--- src/rtl/lsu_align.sv ---
// rtl/lsu_align.sv - load/store alignment unit turning b/h/w accesses into word accesses
// Optional feature macro: LSU_MISALIGN_TRAP_EN (misaligned half/word accesses report resp_err)
module lsu_align #(
  parameter logic [7:0] IO_PAGE = 8'hFF
) (
  input  logic        clk,
  input  logic        rst,
  input  logic        req_valid,
  output logic        req_ready,
  input  logic        req_we,
  input  logic [2:0]  req_funct3,
  input  logic [31:0] req_addr,
  input  logic [31:0] req_wdata,
  output logic        resp_valid,
  output logic [31:0] resp_rdata,
  output logic        resp_err,
  output logic        busy,
  output logic [31:0] mem_addr,
  output logic [31:0] mem_din,
  input  logic [31:0] mem_dout,
  output logic        mem_rd,
  output logic        mem_we
);

  typedef enum logic [1:0] {IDLE, RMW_WR, RESP} state_t;

  state_t      state;
  logic [31:0] rmw_addr;
  logic [31:0] rmw_data;

  logic [1:0]  size;
  logic        is_unsigned;
  logic        illegal;
  logic        misalign;
  logic        is_err;
  logic        is_io;
  logic        direct_store;
  logic [1:0]  lane;
  logic [4:0]  shamt;
  logic [31:0] aligned_addr;
  logic [31:0] low_mask;
  logic [31:0] lane_data;
  logic [31:0] load_val;
  logic [31:0] merged;

  assign size         = req_funct3[1:0];
  assign is_unsigned  = req_funct3[2];
  assign aligned_addr = {req_addr[31:2], 2'b00};
  assign is_io        = (req_addr[15:8] == IO_PAGE);
  assign req_ready    = (state == IDLE);
  assign busy         = !req_ready;

  // Width code decode: reserved codes and unsigned-store codes are rejected
  always_comb begin
    illegal = 1'b0;
    case (req_funct3)
      3'b011, 3'b110, 3'b111: illegal = 1'b1;
      3'b101:                 illegal = req_we;
      default:                illegal = 1'b0;
    endcase
  end

`ifdef LSU_MISALIGN_TRAP_EN
  assign misalign = ((size == 2'b01) && req_addr[0]) ||
                    ((size == 2'b10) && (req_addr[1:0] != 2'b00));
`else
  assign misalign = 1'b0;
`endif

  assign is_err = illegal || misalign;

  // Lane select: low address bits not meaningful for the width are ignored
  always_comb begin
    lane     = 2'b00;
    low_mask = 32'hFFFF_FFFF;
    case (size)
      2'b00: begin
        lane     = req_addr[1:0];
        low_mask = 32'h0000_00FF;
      end
      2'b01: begin
        lane     = {req_addr[1], 1'b0};
        low_mask = 32'h0000_FFFF;
      end
      default: begin
        lane     = 2'b00;
        low_mask = 32'hFFFF_FFFF;
      end
    endcase
  end

  assign shamt     = {lane, 3'b000};
  assign lane_data = mem_dout >> shamt;
  assign merged    = (mem_dout & ~(low_mask << shamt)) | ((req_wdata & low_mask) << shamt);
  assign direct_store = (size == 2'b10) || is_io;

  // Load extension of the selected lane
  always_comb begin
    load_val = mem_dout;
    case (size)
      2'b00:   load_val = is_unsigned ? {24'h0, lane_data[7:0]}
                                      : {{24{lane_data[7]}}, lane_data[7:0]};
      2'b01:   load_val = is_unsigned ? {16'h0, lane_data[15:0]}
                                      : {{16{lane_data[15]}}, lane_data[15:0]};
      default: load_val = mem_dout;
    endcase
  end

  // Memory port drive; reset kills enables immediately so no partial write lands
  always_comb begin
    mem_addr = 32'h0;
    mem_din  = 32'h0;
    mem_rd   = 1'b0;
    mem_we   = 1'b0;
    if (!rst) begin
      case (state)
        IDLE: begin
          if (req_valid) begin
            mem_addr = aligned_addr;
            if (!is_err) begin
              if (!req_we) begin
                mem_rd = 1'b1;
              end else if (direct_store) begin
                mem_we  = 1'b1;
                mem_din = req_wdata & low_mask;
              end else begin
                mem_rd = 1'b1;
              end
            end
          end
        end
        RMW_WR: begin
          mem_addr = rmw_addr;
          mem_din  = rmw_data;
          mem_we   = 1'b1;
        end
        default: begin
          mem_addr = 32'h0;
        end
      endcase
    end
  end

  // Control FSM with registered response outputs
  always_ff @(posedge clk or posedge rst) begin
    if (rst) begin
      state      <= IDLE;
      resp_valid <= 1'b0;
      resp_rdata <= 32'h0;
      resp_err   <= 1'b0;
      rmw_addr   <= 32'h0;
      rmw_data   <= 32'h0;
    end else begin
      case (state)
        IDLE: begin
          if (req_valid) begin
            if (is_err) begin
              resp_err   <= 1'b1;
              resp_rdata <= 32'h0;
              resp_valid <= 1'b1;
              state      <= RESP;
            end else if (!req_we) begin
              resp_err   <= 1'b0;
              resp_rdata <= load_val;
              resp_valid <= 1'b1;
              state      <= RESP;
            end else if (direct_store) begin
              resp_err   <= 1'b0;
              resp_rdata <= 32'h0;
              resp_valid <= 1'b1;
              state      <= RESP;
            end else begin
              resp_err   <= 1'b0;
              resp_rdata <= 32'h0;
              rmw_addr   <= aligned_addr;
              rmw_data   <= merged;
              state      <= RMW_WR;
            end
          end
        end
        RMW_WR: begin
          resp_valid <= 1'b1;
          state      <= RESP;
        end
        RESP: begin
          resp_valid <= 1'b0;
          state      <= IDLE;
        end
        default: begin
          resp_valid <= 1'b0;
          state      <= IDLE;
        end
      endcase
    end
  end

endmodule

--- config.mk ---
export PLATFORM = sky130hd
export DESIGN_NAME = lsu_align
export DESIGN_NICKNAME = d
export VERILOG_FILES = /design/src/rtl/lsu_align.sv
export SDC_FILE = /design/constraint.sdc
export NUM_CORES = 1
export LEC_CHECK = 0
export CORE_MARGIN = 1
export CORE_UTILIZATION = 29
export DETAILED_ROUTE_END_ITERATION = 12
export SETUP_SLACK_MARGIN = 0.15
export SLEW_MARGIN = 15
export SYNTH_ARGS = -nofsm -noshare
export SYNTH_HDL_FRONTEND = slang
export SYNTH_SLANG_ARGS = --single-unit
export TNS_END_PERCENT = 1
--- constraint.sdc ---
create_clock -name clk -period 6.96 [get_ports clk]
set_clock_uncertainty 0.1 [all_clocks]
set_input_delay 0.696 -clock clk [delete_from_list [all_inputs] [get_ports clk]]
set_output_delay 0.696 -clock clk [all_outputs]
set_load 0.01 [all_outputs]
Yosys cells after proc, flatten, opt, wreduce, memory -nomap -nowiden
Index checks and enable logic that the tools add are counted.

word-level totals
  memory bits (read-only) = 0
  logic and storage cells = 73
  bits in latches = 0
  memories = 0
  register bits = 98
  memory bits (writable) = 0
  output and inout port bits = 102

cells by class
  div/mod/pow operators = 0
  eq/ne operators = 10
  $mul = 0
  bitwise gates (word level) = 6
  reductions and logical operators = 8
  $add $sub $neg = 0
  $lt $le $gt $ge = 0
  mux-type cells = 40
  shift-type cells = 3

operator list
  kind                                                                     count
  32-bit two-way mux                                                       11
  32-bit one-hot mux with 2 select lines                                   4
  32-bit AND                                                               2
  32-bit by 5-bit << shifter with 32-bit output                            2
  32-bit inverter                                                          1
  32-bit OR                                                                1
  32-bit by 5-bit >> shifter with 16-bit output                            1
  1-bit two-way mux                                                        16
  3-bit == test, second input constant                                     3
  8-bit == test, second input constant                                     1
  2-bit two-way mux                                                        4
  2-bit one-hot mux with 2 select lines                                    2
  1-bit one-hot mux with 2 select lines                                    3
  5-bit AND reduction                                                      1
  2-bit by 1-bit == test with 1-bit output, second input constant          2
  2-bit zero test                                                          2
  4-bit by 2-bit inequality test with 1-bit output, second input constant  1
  2-bit AND reduction                                                      2
  3-bit by 2-bit == test with 1-bit output, second input constant          1
  3-bit OR reduction                                                       1
  2-bit == test, second input constant                                     1
  2-bit inequality test, second input constant                             1
  1-bit inverter                                                           2
  1-bit zero test                                                          1
  1-bit logical OR                                                         1

Longest topological paths before layout
  depth after elaboration = 9
  mapped depth = 7
  mapped depth without buffers = 4

Worst setup path before layout
No wires, ideal clock.

  path type = input -> output
  from = input port req_valid
  to = output port mem_din[0]
  required time = 6.164 ns
  path slack = 4.156 ns
  arrival time = 2.008 ns
  path buffers = 2
  stages = 6
  path through = nor3b_2 and4_1 buf_2 and2_1 clkbuf_1 a32o_1

between the ends
  word-level cells in the longest chain between the ends = 3

RTL lines
  element                                 line  text
  start: declaration                      8     input logic req_valid,
  32-bit two-way mux                      118   if (req_valid) begin
  32-bit one-hot mux with 2 select lines  116   case (state)
  32-bit two-way mux                      115   if (!rst) begin
  end: declaration                        19    output logic [31:0] mem_din,

Every way passes these cells.

Worst setup path after layout
  from = input port req_funct3[0]
  to = output port mem_din[15]

between the ends
  word-level cells in the longest chain between the ends = 9
  elaborated cells on any way between the ends = 18

RTL lines
  element                                                                      line  text
  start: declaration                                                           11    input logic [2:0] req_funct3,
  2-bit by 1-bit == test with 1-bit output or 2-bit zero test (tied branches)  76    case (size)
  32-bit one-hot mux with 2 select lines                                       76
  32-bit AND                                                                   125   mem_din = req_wdata & low_mask;
  32-bit two-way mux                                                           123   end else if (direct_store) begin
  32-bit two-way mux                                                           121   if (!req_we) begin
  32-bit two-way mux *                                                         120   if (!is_err) begin
  32-bit two-way mux *                                                         118
  32-bit one-hot mux with 2 select lines *                                     116
  32-bit two-way mux *                                                         115

Mark *: on every way between the ends. The rest lies on a longest branch, timed or not.

==> flow_metrics.py <==
metrics = {
    "sta": {
        "clock.fmax_mhz": 218,
        "tightest_slew_ps": 1190,
        "setup_viol": 0,
        "finalCritPeriodShare_pct": 65.8,
        "rsz0062_at_grt": "false",
        "finalCriticalPeriod_ps": 4580,
        "relSlewSlack_pct": 20.7,
        "finalHoldViolations": 0,
        "finalSetupTns_ps": 0,
        "slew_violations": 0,
    },
    "clock_network": {
        "clk_latency_ps": 360,
        "cts_tree": "built",
        "postCtsResizedCells": 0,
        "cts_max_path_buffers": 2,
        "cts-hold-fix-buffers": 0,
        "clk_transition_reported_paths_ps": 70,
        "root_buffer": "clkbuf_16",
        "cts-buffers-inserted": 9,
        "htree_levels": 3,
        "post_cts_buffers": 0,
        "cts.sink_count": 98,
    },
    "floorplanning": {
        "die_x_um": 141,
        "io_pins": 205,
        "dieArea_um2": 20000,
        "die_y_um": 141,
        "start_util_pct": 29.9,
        "coreArea_um2": 18800,
        "fp-row-count": 50,
    },
    "synthesis": {
        "avgSynthCellArea_um2": 9.54,
        "yosys_warnings": 0,
        "synth_top_family_by_area": "compound AO/OA/AOI/OAI gates",
        "yosys.area.top_type_share_pct": 43.6,
        "post_synth_inst_count": 590,
        "synth_xor_area_share_pct": 0,
        "synth.area.mux_share_pct": 9.56,
        "synth-edff-count": 0,
        "synth_area_um2": 5630,
        "synth_cell_types": 54,
        "synthSimpleGateAreaFrac_pct": 14.5,
        "synth_flop_cell": "dfrtp_1",
        "yosysSeqAreaShare_pct": 43.6,
        "ys_ff_latch": 98,
        "synth_area_leaders": "dfrtp_1, a22oi_1, mux2_1",
        "yosysTopAreaCell": "dfrtp_1",
        "synth-compound-area-share_pct": 27.6,
        "async_flop_share_pct": 100,
        "synthAdderAreaFrac_pct": 0,
    },
    "global_routing": {
        "grt_max_degree": 91,
        "met1_usage_pct": 29.2,
        "antenna_found_initial": 0,
        "grt_usage_pct": 21.5,
        "first_global_vias": 5495,
        "grt_util_met2_pct": 33.6,
        "grt_pass1_wl_um": 32500,
        "gr-max-usage-layer": "met2",
        "grt_overflow_total": 0,
        "grt_util_met3_pct": 4.83,
    },
    "power_and_ir_drop": {
        "total_power_mw": 1.69,
        "ir_worst_vdd_v": 0.000129,
        "powerDensity_nw_per_um2": 208,
        "leakage_nw": 3.35,
    },
    "routing": {
        "post_drt_wl_per_cell_um": 20.7,
        "routed_wl_um": 21200,
        "drcViolationCount": 0,
        "viasPerCell": 5.57,
        "drtAntennaViolNets": 0,
        "vias": 5693,
        "drtPass1Iterations": 5,
        "drt_iter0_markers": 490,
    },
    "placed_design": {
        "port_buffers": 202,
        "place_congestion": 0.905,
        "hpwlAfterDp_um": 15600,
    },
    "worst_setup_path": {
        "max_stage_delay_ps": 860,
        "path_buf_inv": 2,
        "endpoint_kind": "primary output",
        "start_kind": "input pin",
        "cp_max_fo": 23,
        "critPathKind": "in -> out",
        "critPathSlowestCell": "clkdlybuf4s50_1",
        "worst-endpoint-required_ps": 6160,
        "cp.arrival_ps": 3780,
        "critical_path.top_delay_family": "buffers and inverters",
        "crit_chain": "clkdlybuf4s50_1 -> o21ai_0 -> and4_1 -> and4_1 -> a22o_1 -> clkdlybuf4s50_1",
    },
    "outcome": {
        "status": "completed",
    },
    "finish": {
        "drive_gt1_share_pct": 5.64,
        "layout.nets": 861,
        "register_area_um2": 2450,
        "multiInputGateArea_um2": 2940,
        "syn_to_final_growth_pct": 44.7,
        "num_antenna_cells": 0,
        "fill_cells": 1821,
        "final_common_cell": "clkdlybuf4s50_1",
        "mostFrequentLayoutCells": "clkdlybuf4s50_1, dfrtp_1, nand2_1, nor2_1, a22oi_1",
    },
    "worst_hold_path": {
        "hold_path.class": "reg -> reg",
    },
    "run": {
        "maxCapViolCount": 0,
    },
}
## through the flow
stage | worst slack [ps] | hold slack (ps) | util, % | area, um2 | std cells
global placement | 2450 | 371 | 41.7 | 7840 | 1007
global route | 2210 | 406 | 43.2 | 8140 | 1022
finish | 2380 | 387 | 43.2 | 8140 | 1022
detailed placement | 2440 | 376 | 41.7 | 7840 | 1007
floorplan | 3600 | 349 | - | 5630 | 591
CTS | 2440 | 391 | 43.2 | 8140 | 1022
## metal layers
layer / share of wire [%] / up-vias / wire (um)
met1: 43 / 2815 / 9110
met3: 8.9 / 28 / 1880
met4: 1.7 / 0 / 367
met5: 0 / - / 0
met2: 46 / 289 / 9830
li1: - / 2561 / -
## synthesized netlist by cell type, types with 2 or more instances
cell type and number:
nor2b_1 6, a32o_1 8, and2_1 2, o211ai_1 3, a32oi_1 14, and3_1 10
dfrtp_1 98, o31ai_1 8, o21a_1 3, buf_4 2, nand4_1 2, a222oi_1 9
inv_1 5, a21oi_1 11, a221oi_1 6, a22o_1 25, mux2i_1 11, o211a_1 6
a22oi_1 54, mux2_1 31, nor2_1 59, nor3b_2 2, or2_2 2, mux2_2 7
nand2_1 65, o21ai_0 4, o2111ai_1 2, and4_1 2, o21ai_1 39, a211oi_1 10
buf_2 4, buf_6 2, clkbuf_1 48, nand2b_1 10
## flip-flops by register name, summed over array words and instances, names as in the netlist
name and flops:
state 2, resp_err 1, rmw_data 32, rmw_addr 30, resp_valid 1, resp_rdata 32
## worst paths after layout
kind | startpoint | cells after the start | end | slack, ps
setup / recovery | req_funct3[0] | 6 | mem_din[15] | 2380
hold / removal | rmw_data[27]$_DFFE_PP0P_ | 2 | rmw_data[27]$_DFFE_PP0P_ | 390
setup reg to reg | state[0]$_DFFE_PP0P_ | 5 | resp_rdata[20]$_DFFE_PP0P_ | 4510
hold reg to reg | rmw_data[27]$_DFFE_PP0P_ | 2 | rmw_data[27]$_DFFE_PP0P_ | 390
max in group asynchronous | rst | 3 | rmw_addr[23]$_DFFE_PP0P_ | 5180
min in group asynchronous | rst | 2 | rmw_data[22]$_DFFE_PP0P_ | 540
## layout make-up
type | instances | share of cell area, %
Multi-Input combinational cell | 430 | 36.1
Sequential cell | 98 | 30.1
Timing Repair Buffer | 212 | 25.8
Tap cell | 260 | 4.00
Clock buffer | 10 | 2.81
Clock inverter | 5 | 0.784
Inverter | 7 | 0.354
## worst register-to-register path: stages (launching register included)
cell and delay (ps):
dfrtp_1 470, or3b_1 400, buf_4 270, nor4_4 850, a22oi_1 160, nand2_1 150
## logic make-up after synthesis
group / after synthesis
simple gates: 171
mux: 49
flops: 98
compound gates: 208
other cells: 1
buf+inv: 63
## report_power, final
part           internal (mW)  switching [mW]
combinational          0.210           0.211
sequential             0.690          0.0697
clock                  0.279           0.231
(Power assumes the default switching activity.)
